## config.mk

```make
export PLATFORM = sky130hd
export DESIGN_NAME = sum_accumulator
export DESIGN_NICKNAME = d
export VERILOG_FILES = /design/src/rtl/sum_acc_pkg.sv /design/src/rtl/sum_accumulator.sv
export SDC_FILE = /design/constraint.sdc
export NUM_CORES = 1
export LEC_CHECK = 0
export ABC_AREA = 1
export CAP_MARGIN = 30
export CORE_MARGIN = 1
export CORE_UTILIZATION = 57
export CTS_CLUSTER_SIZE = 20
export DETAILED_ROUTE_END_ITERATION = 12
export PLACE_DENSITY = 0.85
export SYNTH_ARGS = -nofsm -noshare
export SYNTH_HDL_FRONTEND = slang
export SYNTH_SLANG_ARGS = --single-unit
export TNS_END_PERCENT = 20
```

## constraint.sdc

```tcl
create_clock -name clk -period 4.4 [get_ports clk]
set_input_delay 1.1 -clock clk [delete_from_list [all_inputs] [get_ports clk]]
set_output_delay 1.1 -clock clk [all_outputs]
set_load 0.05 [all_outputs]
```

## src/rtl/sum_acc_pkg.sv

```systemverilog
// Shared definitions for the sum accumulator: FSM state encoding and default widths.
package sum_acc_pkg;

    localparam int SUM_W_D = 7;
    localparam int ACC_W_D = 12;
    localparam int CNT_W_D = 4;

    typedef enum logic [1:0] {
        IDLE  = 2'd0,
        ACCUM = 2'd1,
        DONE  = 2'd2
    } state_t;

endpackage

```

## src/rtl/sum_accumulator.sv

```systemverilog
// Accumulates a programmed burst of adder sums and presents total, count and
// sticky overflow on a valid/ready result port.
module sum_accumulator
    import sum_acc_pkg::*;
#(
    parameter int SUM_W = SUM_W_D,
    parameter int ACC_W = ACC_W_D,
    parameter int CNT_W = CNT_W_D
) (
    input  logic             clk,
    input  logic             rst,
    input  logic             start,
    input  logic [CNT_W-1:0] len,
    input  logic             in_valid,
    output logic             in_ready,
    input  logic [SUM_W-1:0] in_sum,
    output logic             out_valid,
    input  logic             out_ready,
    output logic [ACC_W-1:0] out_acc,
    output logic [CNT_W-1:0] out_count,
    output logic             out_ovf,
    output logic             busy
);

    state_t           state_q;
    logic [ACC_W-1:0] acc_q;
    logic [CNT_W-1:0] count_q;
    logic [CNT_W-1:0] len_q;
    logic             ovf_q;
    logic [ACC_W-1:0] out_acc_q;
    logic [CNT_W-1:0] out_count_q;
    logic             out_ovf_q;

    logic [ACC_W-1:0] acc_d;
    logic             carry_d;
    logic             ovf_d;
    logic [CNT_W-1:0] count_d;
    logic             last_d;

    // Next accumulator value with the carry out of the MSB kept separately.
    always_comb begin
        {carry_d, acc_d} = {1'b0, acc_q} + (ACC_W + 1)'(in_sum);
        ovf_d            = ovf_q | carry_d;
        count_d          = count_q + CNT_W'(1);
        last_d           = (count_q == (len_q - CNT_W'(1)));
    end

    // Burst FSM together with accumulator, counter and result registers.
    always_ff @(posedge clk) begin
        if (rst) begin
            state_q     <= IDLE;
            acc_q       <= '0;
            count_q     <= '0;
            len_q       <= '0;
            ovf_q       <= 1'b0;
            out_acc_q   <= '0;
            out_count_q <= '0;
            out_ovf_q   <= 1'b0;
        end else begin
            case (state_q)
                IDLE: begin
                    if (start && (len != '0)) begin
                        state_q <= ACCUM;
                        len_q   <= len;
                        acc_q   <= '0;
                        count_q <= '0;
                        ovf_q   <= 1'b0;
                    end
                end
                ACCUM: begin
                    if (in_valid) begin
                        acc_q   <= acc_d;
                        ovf_q   <= ovf_d;
                        count_q <= count_d;
                        if (last_d) begin
                            state_q     <= DONE;
                            out_acc_q   <= acc_d;
                            out_count_q <= count_d;
                            out_ovf_q   <= ovf_d;
                        end
                    end
                end
                DONE: begin
                    if (out_ready) begin
                        state_q <= IDLE;
                    end
                end
                default: begin
                    state_q <= IDLE;
                end
            endcase
        end
    end

    // Handshake flags depend on the state register only, never on inputs.
    assign in_ready  = (state_q == ACCUM);
    assign out_valid = (state_q == DONE);
    assign busy      = (state_q != IDLE);
    assign out_acc   = out_acc_q;
    assign out_count = out_count_q;
    assign out_ovf   = out_ovf_q;

endmodule
```

==> qor.yml, run 1 <==
grt:
  grt.met2_usage_pct: 47.24
  grt_max_degree: 32
  grt_pass1_vias: 2055
  use_met3_pct: 5.893
  grtUsageMet1_pct: 34.03
  grt_pass1_wl_mm: 8.804
  grt_busiest_layer: "met2"
  grtUsageTotal_pct: 27.53
  antenna_found_initial: 0
  gr-total-overflow: 0
synthesis:
  syn_inst: 345
  synth_top_area_share_pct: 36.14
  synth_edf_count: 0
  yosysTopAreaCell: "dfxtp_1"
  synth.area.top_cells: "dfxtp_1 36%, nand2_1 20%, a21oi_1 7.9%"
  ys_seq_area_share_pct: 36.14
  syn_area_per_cell_um2: 6.423
  ys_types: 28
  syn-cell-area_mm2: 0.002216
  synth-seq-cells: 40
  synthArstFlopShare_pct: 0
  ys.flop_type: "dfxtp_1"
  yosysWarnings: 0
  synth_nets: 371
clocking:
  postCtsHoldBufs: 0
  clock_sinks: 40
  numCtsBuffers: 5
  cts_setup_buffers: 0
  cts_resized: 0
  clkTransAtPathRegs_ns: 0.08
  clk_latency_ns: 0.30
  cts.path.max_buffers: 2
  cts-root-buf: "clkbuf_8"
  cts_tree: "built"
  cts-htree-levels: 2
power_and_ir_drop:
  power_frac_clock_pct: 31.7
  max-vdd-ir-drop_mv: 0.1922
  p_seq_share_pct: 48.7
  switchingPower_mw: 0.2482
  swShare_pct: 31.46
  leakagePower_nw: 1.177
  combPwrFrac_pct: 19.6
  p_int_mw: 0.5405
  pwr_density_cell_mw_per_mm2: 294.6
setup_path:
  worstSetupPathType: "reg -> out"
  cp-end-kind: "output port"
  r2r_start: "len_q[0]"
  path_cells: "inv_1, nand2_1, inv_1, clkdlybuf4s50_1"
  rrSetupSlack_ns: 2.07
  crit_slowest_cell: "clkdlybuf4s50_1"
  cp.required_ns: 3.30
  start_kind: "flop"
  critPathLaunch: "state_q[1]"
  cp.arrival_ns: 1.87
  path_max_fanout: 7
  worst_path_largest_cell_delay_ns: 0.85
  critPathMostFrequentCell: "inv_1"
route:
  routed_wl_mm: 5.291
  avgViaCountPerCell: 5.131
  postRouteAntennaNets: 0
  drc: 0
  dr.pass1.iters: 5
  vias: 2196
  route.detailed.wl_per_inst_um: 12.36
  drtIter0Drc: 185
final_layout:
  mostFrequentLayoutCells: "121 x nand2_1, 42 x inv_1, 40 x dfxtp_1"
  layout_commonest_cell: "nand2_1"
  drive_gt1_share_pct: 4.737
  nets: 405
  area.sequential_um2: 800.8
  multiInputGateArea_mm2: 0.001191
  nFillCells: 337
  n_antenna_cell: 0
  flow.area_growth_from_synthesis_pct: 20.84
floorplan:
  rows: 22
  fp.dieW_um: 64.35
  dieArea_mm2: 0.004141
  fp.coreArea_mm2: 0.003689
  ios: 36
  start_util_pct: 60.07
  dieHeight_um: 64.35
timing:
  worst_hold_slack_ns: 0.4710
  grt_setup_unrepaired: "no"
  slew_viol_final: 0
  relSlewSlack_pct: 45.96
  tns_ns: 0
  hold_viol_final: 0
  clock.fmax_ghz: 0.3363
  postLayoutSetupSlackWorst_ns: 1.426
  setup_violations: 0
  fin_crit_sh_pct: 67.59
  tightestPinTransition_ns: 0.8084
  finalClockSkew_ns: 0.003204
  period_needed_ns: 2.974
place:
  portBuffers: 35
  gp_congestion: 0.8825
  dpl.hpwl_mm: 3.886
  place_ws_ns: 1.303
flow_run:
  maxCapViolations: 0
worst_hold_path:
  hold_class: "reg -> reg"
  worstHoldStart: "out_acc[6]"
run_status:
  status: "complete, no violations"
path summary, 6_finish.rpt:
kind	depth (start not counted)	end
worst min-delay path	2	out_acc[6]
worst min register to register	2	out_acc[6]
worst max-delay path	4	in_ready
worst max register to register	9	out_acc[10]
state kept, by name (all words and copies together), names as in the netlist:
name       flops
out_count      4
count_q        4
out_ovf        1
ovf_q          1
len_q          4
acc_q         12
state_q        2
out_acc       12
synth_stat cells, types with 2 or more instances:
master and count:
a211oi_1 2, a21oi_1 35, buf_2 5, clkbuf_1 4
dfxtp_1 40, ha_1 9, inv_1 42, inv_2 3
nand2_1 121, nand2_2 2, nand3_1 25, nand4_1 2
nor2_1 28, o21ai_0 11, xnor2_1 2, xor2_1 2
stage by stage:
| stage | std cells | utilization, % | total power, mW | cell area, µm² |
|---|---|---|---|---|
| 6_report | 428 | 72.59 | 0.7887 | 2678 |
| 5_1_grt | 428 | 72.59 | 0.8237 | 2678 |
| 4_1_cts | 428 | 72.59 | 0.7851 | 2678 |
| 3_5_place_dp | 420 | 70.22 | 0.5448 | 2590 |
| 3_3_place_gp | 420 | 70.22 | 0.5390 | 2590 |
| 2_1_floorplan | 345 | - | 0.4974 | 2216 |
power groups by stage:
| stage | registers (mW) | clock network, mW | logic (mW) |
|---|---|---|---|
| 3_5_place_dp | 0.392 | 0 | 0.152 |
| 6_report | 0.384 | 0.250 | 0.155 |
| 4_1_cts | 0.384 | 0.248 | 0.153 |
| 2_1_floorplan | 0.392 | 0 | 0.105 |
| 3_3_place_gp | 0.392 | 0 | 0.147 |
| 5_1_grt | 0.385 | 0.265 | 0.173 |
area by class of cell:
class / instances / area share [%]
Clock inverter: 3 / 0.7009
Timing Repair Buffer: 37 / 13.64
Sequential cell: 40 / 29.91
Tap cell: 48 / 2.243
Inverter: 46 / 6.449
Multi-Input combinational cell: 249 / 44.49
Clock buffer: 5 / 2.570
layer usage:
layer / part of all wire, % / wire, µm
met3: 5.4 / 286
met1: 47 / 2480
met5: 0 / 0
met4: 1.6 / 85
met2: 46 / 2439
cell families (layout without fill, tap and decap cells):
| family | count (synthesis) | after routing | synth area share (%) |
|---|---|---|---|
| buf+inv | 56 | 91 | 10.11 |
| compound gates | 50 | 50 | 11.74 |
| fa+ha+maj | 10 | 10 | 5.985 |
| xor+xnor | 4 | 4 | 1.581 |
| simple gates | 185 | 185 | 34.44 |
| flops | 40 | 40 | 36.14 |
worst max-delay path: cells and delay by family (launching register included):
kind / cells / cell delay, ns
flops: 1 / 0.32
buf+inv: 3 / 1.15
simple gates: 1 / 0.10
No activity file was read; power rests on OpenSTA's default activity.
==> inputs of run 2 (changes only) <==
--- a/config.mk
+++ b/config.mk
@@ -8,10 +8,10 @@
 export ABC_AREA = 1
 export CAP_MARGIN = 30
 export CORE_MARGIN = 1
-export CORE_UTILIZATION = 57
+export CORE_UTILIZATION = 48
 export CTS_CLUSTER_SIZE = 20
 export DETAILED_ROUTE_END_ITERATION = 12
-export PLACE_DENSITY = 0.85
+export PLACE_DENSITY = 0.77
 export SYNTH_ARGS = -nofsm -noshare
 export SYNTH_HDL_FRONTEND = slang
 export SYNTH_SLANG_ARGS = --single-unit
==> constraint.sdc (replaced) <==
create_clock -name clk -period 2.65 [get_ports clk]
set_input_delay 0.6625 -clock clk [delete_from_list [all_inputs] [get_ports clk]]
set_output_delay 0.6625 -clock clk [all_outputs]
set_load 0.05 [all_outputs]
==> run 2 against run 1 <==
  * Final area grew 2.3%
  * Non-clock buffer count grew 5
  * Final cell count is 2.1% higher
  * Sequential share of layout area decreased by 0.68 points
  * Wire length decreased by 2.5%
  * First-iteration DRC count fell by 43%
  * Register-to-register slack got worse by 1.2 ns
  * Core utilization fell by 10 points
  * Power increased by 76%
  * Sequential cell count did not move
  * Critical path type unchanged
  * Largest cell class unchanged
==> qor.yml, run 2 (same netlist as run 1, synthesis figures left out) <==
run_status:
  status: "complete, no violations"
route:
  vias: 2168  # -1.3%
  drc: 0  # unchanged
  dr.pass1.iters: 4  # -1
  routed_wl_mm: 5.157  # -2.5%
  postRouteAntennaNets: 0  # unchanged
  avgViaCountPerCell: 4.961  # -3.3%
  route.detailed.wl_per_inst_um: 11.80  # -4.5%
  drtIter0Drc: 106  # -43%
timing:
  fin_crit_sh_pct: 90.08
  clock.fmax_ghz: 0.4189
  finalClockSkew_ns: 0.008646  # +0.005442 ns
  tightestPinTransition_ns: 0.4996  # -0.3088 ns
  period_needed_ns: 2.387
  hold_viol_final: 0  # unchanged
  postLayoutSetupSlackWorst_ns: 0.2628  # -1.163 ns
  tns_ns: 0  # unchanged
  grt_setup_unrepaired: "no"
  setup_violations: 0  # unchanged
  slew_viol_final: 0  # unchanged
  relSlewSlack_pct: 66.59  # +21 points
clocking:
  cts_tree: "built"
  clkTransAtPathRegs_ns: 0.08  # about the same
  clock_sinks: 40  # unchanged
  cts-htree-levels: 2  # unchanged
  clk_latency_ns: 0.30  # about the same
  cts-root-buf: "clkbuf_8"
  cts_resized: 0  # unchanged
  cts_setup_buffers: 0  # unchanged
  postCtsHoldBufs: 0  # unchanged
  numCtsBuffers: 5  # unchanged
  cts.path.max_buffers: 2  # unchanged
setup_path:
  critPathMostFrequentCell: "inv_1"
  cp-end-kind: "output port"
  cp.depth: 4  # unchanged
  reg2reg_to: "out_acc[3]"
  reg2reg_depth: 10  # +1
  worst_path_largest_cell_delay_ns: 0.80  # -0.05 ns
  critPathLaunch: "state_q[1]"
  path_cells: "inv_1, nand2_1, inv_1, clkdlybuf4s50_1"
  cp.required_ns: 1.99  # -1.31 ns
  r2r_start: "len_q[0]"
  worstSetupPathType: "reg -> out"
  rrSetupSlack_ns: 0.84  # -1.23 ns
  cp-endpoint: "in_ready"
  cp.arrival_ns: 1.72  # -0.15 ns
  crit_family: "buffers and inverters"
  crit_buf_inv: 3  # unchanged
  start_kind: "flop"
  path_max_fanout: 4  # -3
  crit_slowest_cell: "clkdlybuf4s50_1"
final_layout:
  mostFrequentLayoutCells: "121 x nand2_1, 42 x inv_1, 40 x dfxtp_1"
  nets: 410  # +1.2%
  layout_commonest_cell: "nand2_1"
  nFillCells: 418  # +24%
  fin_util_pct: 62.50  # -10 points
  n_antenna_cell: 0  # unchanged
  stdcell_count: 437  # +2.1%
  area.sequential_um2: 800.8  # unchanged
  flow.area_growth_from_synthesis_pct: 23.66
  multiInputGateArea_mm2: 0.001191  # unchanged
  drive_gt1_share_pct: 5.714  # +0.98 points
power_and_ir_drop:
  switchingPower_mw: 0.3908  # +57%
  swShare_pct: 28.14  # -3.3 points
  leakagePower_nw: 1.207  # +2.6%
  p_seq_share_pct: 45.9  # -2.8 points
  p_int_mw: 0.9981  # +85%
  combPwrFrac_pct: 18.6  # -1.0 points
  pwr_density_cell_mw_per_mm2: 506.9  # +72%
  max-vdd-ir-drop_mv: 0.2468  # +28%
  power_frac_clock_pct: 35.5  # +3.8 points
worst_hold_path:
  hold_class: "reg -> reg"
floorplan:
  fp.coreArea_mm2: 0.004384  # +19%
  fp.dieW_um: 69.95  # +8.7%
  ios: 36  # unchanged
  dieHeight_um: 69.95  # +8.7%
  start_util_pct: 50.54  # -9.5 points
  dieArea_mm2: 0.004892  # +18%
  rows: 24  # +9.1%
place:
  portBuffers: 35  # unchanged
  dpl.hpwl_mm: 3.888  # about the same
  gp_congestion: 0.9363  # +6.1%
  place_ws_ns: 0.09771  # -1.206 ns
  dp_cells: 429  # +2.1%
grt:
  antenna_found_initial: 0  # unchanged
  gr-total-overflow: 0  # unchanged
  grtUsageTotal_pct: 22.59  # -4.9 points
  grt_pass1_vias: 2016  # -1.9%
  grt_max_degree: 23  # -28%
  grt_pass1_wl_mm: 8.756  # -0.55%
flow_run:
  maxCapViolations: 0  # unchanged
[run 2: cell types whose count changed in the layout (fill, tap and decap cells not counted)]
cell,before,now
buf_4,2,7
clkinv_4,1,0
bufinv_16,0,1
clkinv_2,2,1
clkbuf_1,0,1
[run 2: worst min-delay path, stage by stage (launching register included)]
cell	delay, ns
dfxtp_1	0.31
nand2_1	0.06
a21oi_1	0.05
[run 2: worst min-delay path by stage]
| stage | startpoint | to | slack [ns] | depth (start not counted) |
|---|---|---|---|---|
| global placement | out_count[1] | out_count[1] | 0.45 | 2 |
| global route | out_acc[0] | out_acc[0] | 0.49 | 2 |
| CTS | out_acc[0] | out_acc[0] | 0.47 | 2 |
| finish | out_acc[0] | out_acc[0] | 0.46 | 2 |
| detailed placement | out_acc[0] | out_acc[0] | 0.46 | 2 |
| floorplan | acc_q[3] | acc_q[3] | 0.45 | 2 |
[run 2: power by group through the flow]
stage               Combinational [mW]  Sequential [mW]  Clock, mW
floorplan                        0.174            0.651          0
global placement                 0.253            0.650          0
detailed placement               0.258            0.651          0
CTS                              0.258            0.637      0.503
global route                     0.289            0.640      0.527
finish                           0.258            0.638      0.493
[run 2: through the flow]
step	instance area (µm²)	total power, mW	hold WS [ns]
finish	2740	1.389	0.4629
global route	2740	1.455	0.4863
CTS	2740	1.398	0.4682
detailed placement	2633	0.9089	0.4569
global placement	2633	0.9037	0.4539
floorplan	2216	0.8258	0.4473
[run 2: area by class of cell]
cell class	instances	share of cell area, %
tap	52	2.374
clock buffer	6	2.648
sequential	40	29.22
timing repair buffer	42	14.70
multi-input combinational	249	43.47
inverter	46	6.301
clock inverter	2	1.279
[run 2: metal layers]
metal  track usage, %  share of wire (%)
met5                0                  0
met4            7.778                1.0
met3            3.463                3.2
met2            41.03                 49
met1            26.83                 46
==> inputs of run 3 (changes only) <==
--- a/config.mk
+++ b/config.mk
@@ -11,6 +11,7 @@
 export CORE_UTILIZATION = 48
 export CTS_CLUSTER_SIZE = 20
 export DETAILED_ROUTE_END_ITERATION = 12
+export GPL_TIMING_DRIVEN = 0
 export PLACE_DENSITY = 0.77
 export SYNTH_ARGS = -nofsm -noshare
 export SYNTH_HDL_FRONTEND = slang
==> run 3 against run 2 <==
  * Sequential power about the same
  * Highest routed layer unchanged
  * Critical path type unchanged
  * Global-route usage up 0.80 points
  * Register-to-register slack worse by 0.02 ns
  * Non-clock buffer count up 3
  * Fmax down 5.3%
  * Wire length up 4.6%
  * Sequential share of layout area up 0.16 points
==> qor.yml, run 3 (same netlist as run 1, synthesis figures left out) <==
power_and_ir_drop:
  pwr_density_cell_mw_per_mm2: 488.3  # -3.7%
  power_frac_clock_pct: 32.9  # -2.6 points
  max-vdd-ir-drop_mv: 0.3091  # +25%
  finalPower_mw: 1.331  # -4.2%
  swShare_pct: 30.34  # +2.2 points
  leakagePower_nw: 1.192  # -1.3%
  combPwrFrac_pct: 19.2  # +0.6 points
  switchingPower_mw: 0.4037  # +3.3%
  p_seq_share_pct: 47.9  # +2.0 points
  p_int_mw: 0.9270  # -7.1%
route:
  avgViaCountPerCell: 5.018  # +1.2%
  drc: 0  # unchanged
  dr.pass1.iters: 4  # unchanged
  vias: 2208  # +1.8%
  met1Wirelength_mm: 2.459  # +3.0%
  top_layer: "met4"
  met3WireLength_um: 220  # +33%
  route.detailed.wl_per_inst_um: 12.26  # +3.9%
  postRouteAntennaNets: 0  # unchanged
  drtIter0Drc: 94  # -11%
  routed_wl_mm: 5.395  # +4.6%
  wl_met2_mm: 2.661  # +4.4%
floorplan:
  dieHeight_um: 69.95  # unchanged
  ios: 36  # unchanged
  fp.dieW_um: 69.95  # unchanged
  rows: 24  # unchanged
  dieArea_mm2: 0.004892  # unchanged
  fp.coreArea_mm2: 0.004384  # unchanged
  start_util_pct: 50.54  # unchanged
grt:
  grt_pass1_wl_mm: 9.135  # +4.3%
  gr-total-overflow: 0  # unchanged
  grtUsageTotal_pct: 23.39  # +0.80 points
  antenna_found_initial: 0  # unchanged
  grt_pass1_vias: 2055  # +1.9%
  grt_max_degree: 13  # -43%
setup_path:
  path_max_fanout: 7  # +3
  start_kind: "flop"
  cp-end-kind: "output port"
  cp.arrival_ns: 1.86  # +0.14 ns
  cp.required_ns: 1.99  # about the same
  worstSetupPathType: "reg -> out"
final_layout:
  fin_area_mm2: 0.002725  # -0.55%
  drive_gt1_share_pct: 5.412  # -0.30 points
  nFillCells: 425  # +1.7%
  n_antenna_cell: 0  # unchanged
  layout_commonest_cell: "nand2_1"
  nets: 413  # +0.73%
  flow.area_growth_from_synthesis_pct: 22.98
  mostFrequentLayoutCells: "121 x nand2_1, 42 x inv_1, 40 x dfxtp_1"
  stdcell_count: 440  # +0.69%
worst_hold_path:
  hold_class: "reg -> reg"
timing:
  fin_crit_sh_pct: 95.17  # +5.1 points
  period_needed_ns: 2.522  # +0.1349 ns
  worst_hold_slack_ns: 0.4666  # +0.003727 ns
  tightestPinTransition_ns: 0.5769  # +0.07732 ns
  relSlewSlack_pct: 61.54  # -5.1 points
  slew_viol_final: 0  # unchanged
  grt_setup_unrepaired: "no"
  clock.fmax_ghz: 0.3965  # -5.3%
  tns_ns: 0  # unchanged
  setup_violations: 0  # unchanged
  hold_viol_final: 0  # unchanged
  finalClockSkew_ns: 0.007691  # -0.0009553 ns
clocking:
  cts-root-buf: "clkbuf_8"
  clk_latency_ns: 0.30  # about the same
  clkTransAtPathRegs_ns: 0.08  # about the same
  clock_sinks: 40  # unchanged
  numCtsBuffers: 5  # unchanged
  cts.path.max_buffers: 2  # unchanged
  cts-htree-levels: 2  # unchanged
  postCtsHoldBufs: 0  # unchanged
  cts_setup_buffers: 0  # unchanged
  cts_resized: 0  # unchanged
  cts_tree: "built"
run_status:
  status: "complete, no violations"
place:
  dpl.hpwl_mm: 4.103  # +5.5%
  dp_cells: 432  # +0.70%
  place_area_mm2: 0.002631  # about the same
  portBuffers: 35  # unchanged
  gp_congestion: 0.9209  # -1.6%
flow_run:
  maxCapViolations: 0  # unchanged
run 3: worst max-delay path, cell delays in order, from the launching register on:
cell and delay [ns]:
dfxtp_1 0.32, inv_1 0.07, nand2_1 0.10, inv_1 0.21, clkdlybuf4s50_1 0.85
run 3: cell type report:
class                           instances  area, µm²  area share (%)
Inverter                               46      172.7           6.336
Sequential cell                        40      800.8           29.38
Timing Repair Buffer                   35      350.3           12.86
Tap cell                               52      65.06           2.388
Buffer                                 10      51.30           1.882
Clock buffer                            7      86.33           3.168
Multi-Input combinational cell        249       1191           43.71
Clock inverter                          1      7.507          0.2755
run 3: final timing paths:
kind                            startpoint           to  slack (ns)  depth (start not counted)
worst max-delay path            state_q[1]     in_ready        0.13                          4
worst min-delay path            out_acc[1]   out_acc[1]        0.47                          2
worst max register to register    len_q[0]  out_acc[11]        0.82                         10
worst min register to register  out_acc[1]   out_acc[1]        0.47                          2
run 3: stage by stage:
step                      worst slack, ns  utilization (%)
after global placement            0.07921            60.02
after CTS                          0.1309            62.16
final                              0.1279            62.16
after floorplan                    0.6516                -
after detailed placement          0.06256            60.02
after global routing              0.05090            62.16
run 3: power by group through the flow:
stage | registers, mW | clock network (mW) | logic (mW)
after floorplan | 0.651 | 0 | 0.174
after detailed placement | 0.652 | 0 | 0.255
after CTS | 0.638 | 0.443 | 0.256
after global routing | 0.641 | 0.467 | 0.289
final | 0.638 | 0.437 | 0.256
after global placement | 0.651 | 0 | 0.249
run 3: routing by layer:
metal / track usage, % / vias up
met3: 4.618 / 6
met1: 28.66 / 997
met4: 6.000 / 0
met5: 0 / -
met2: 41.67 / 35
li1: - / 1170
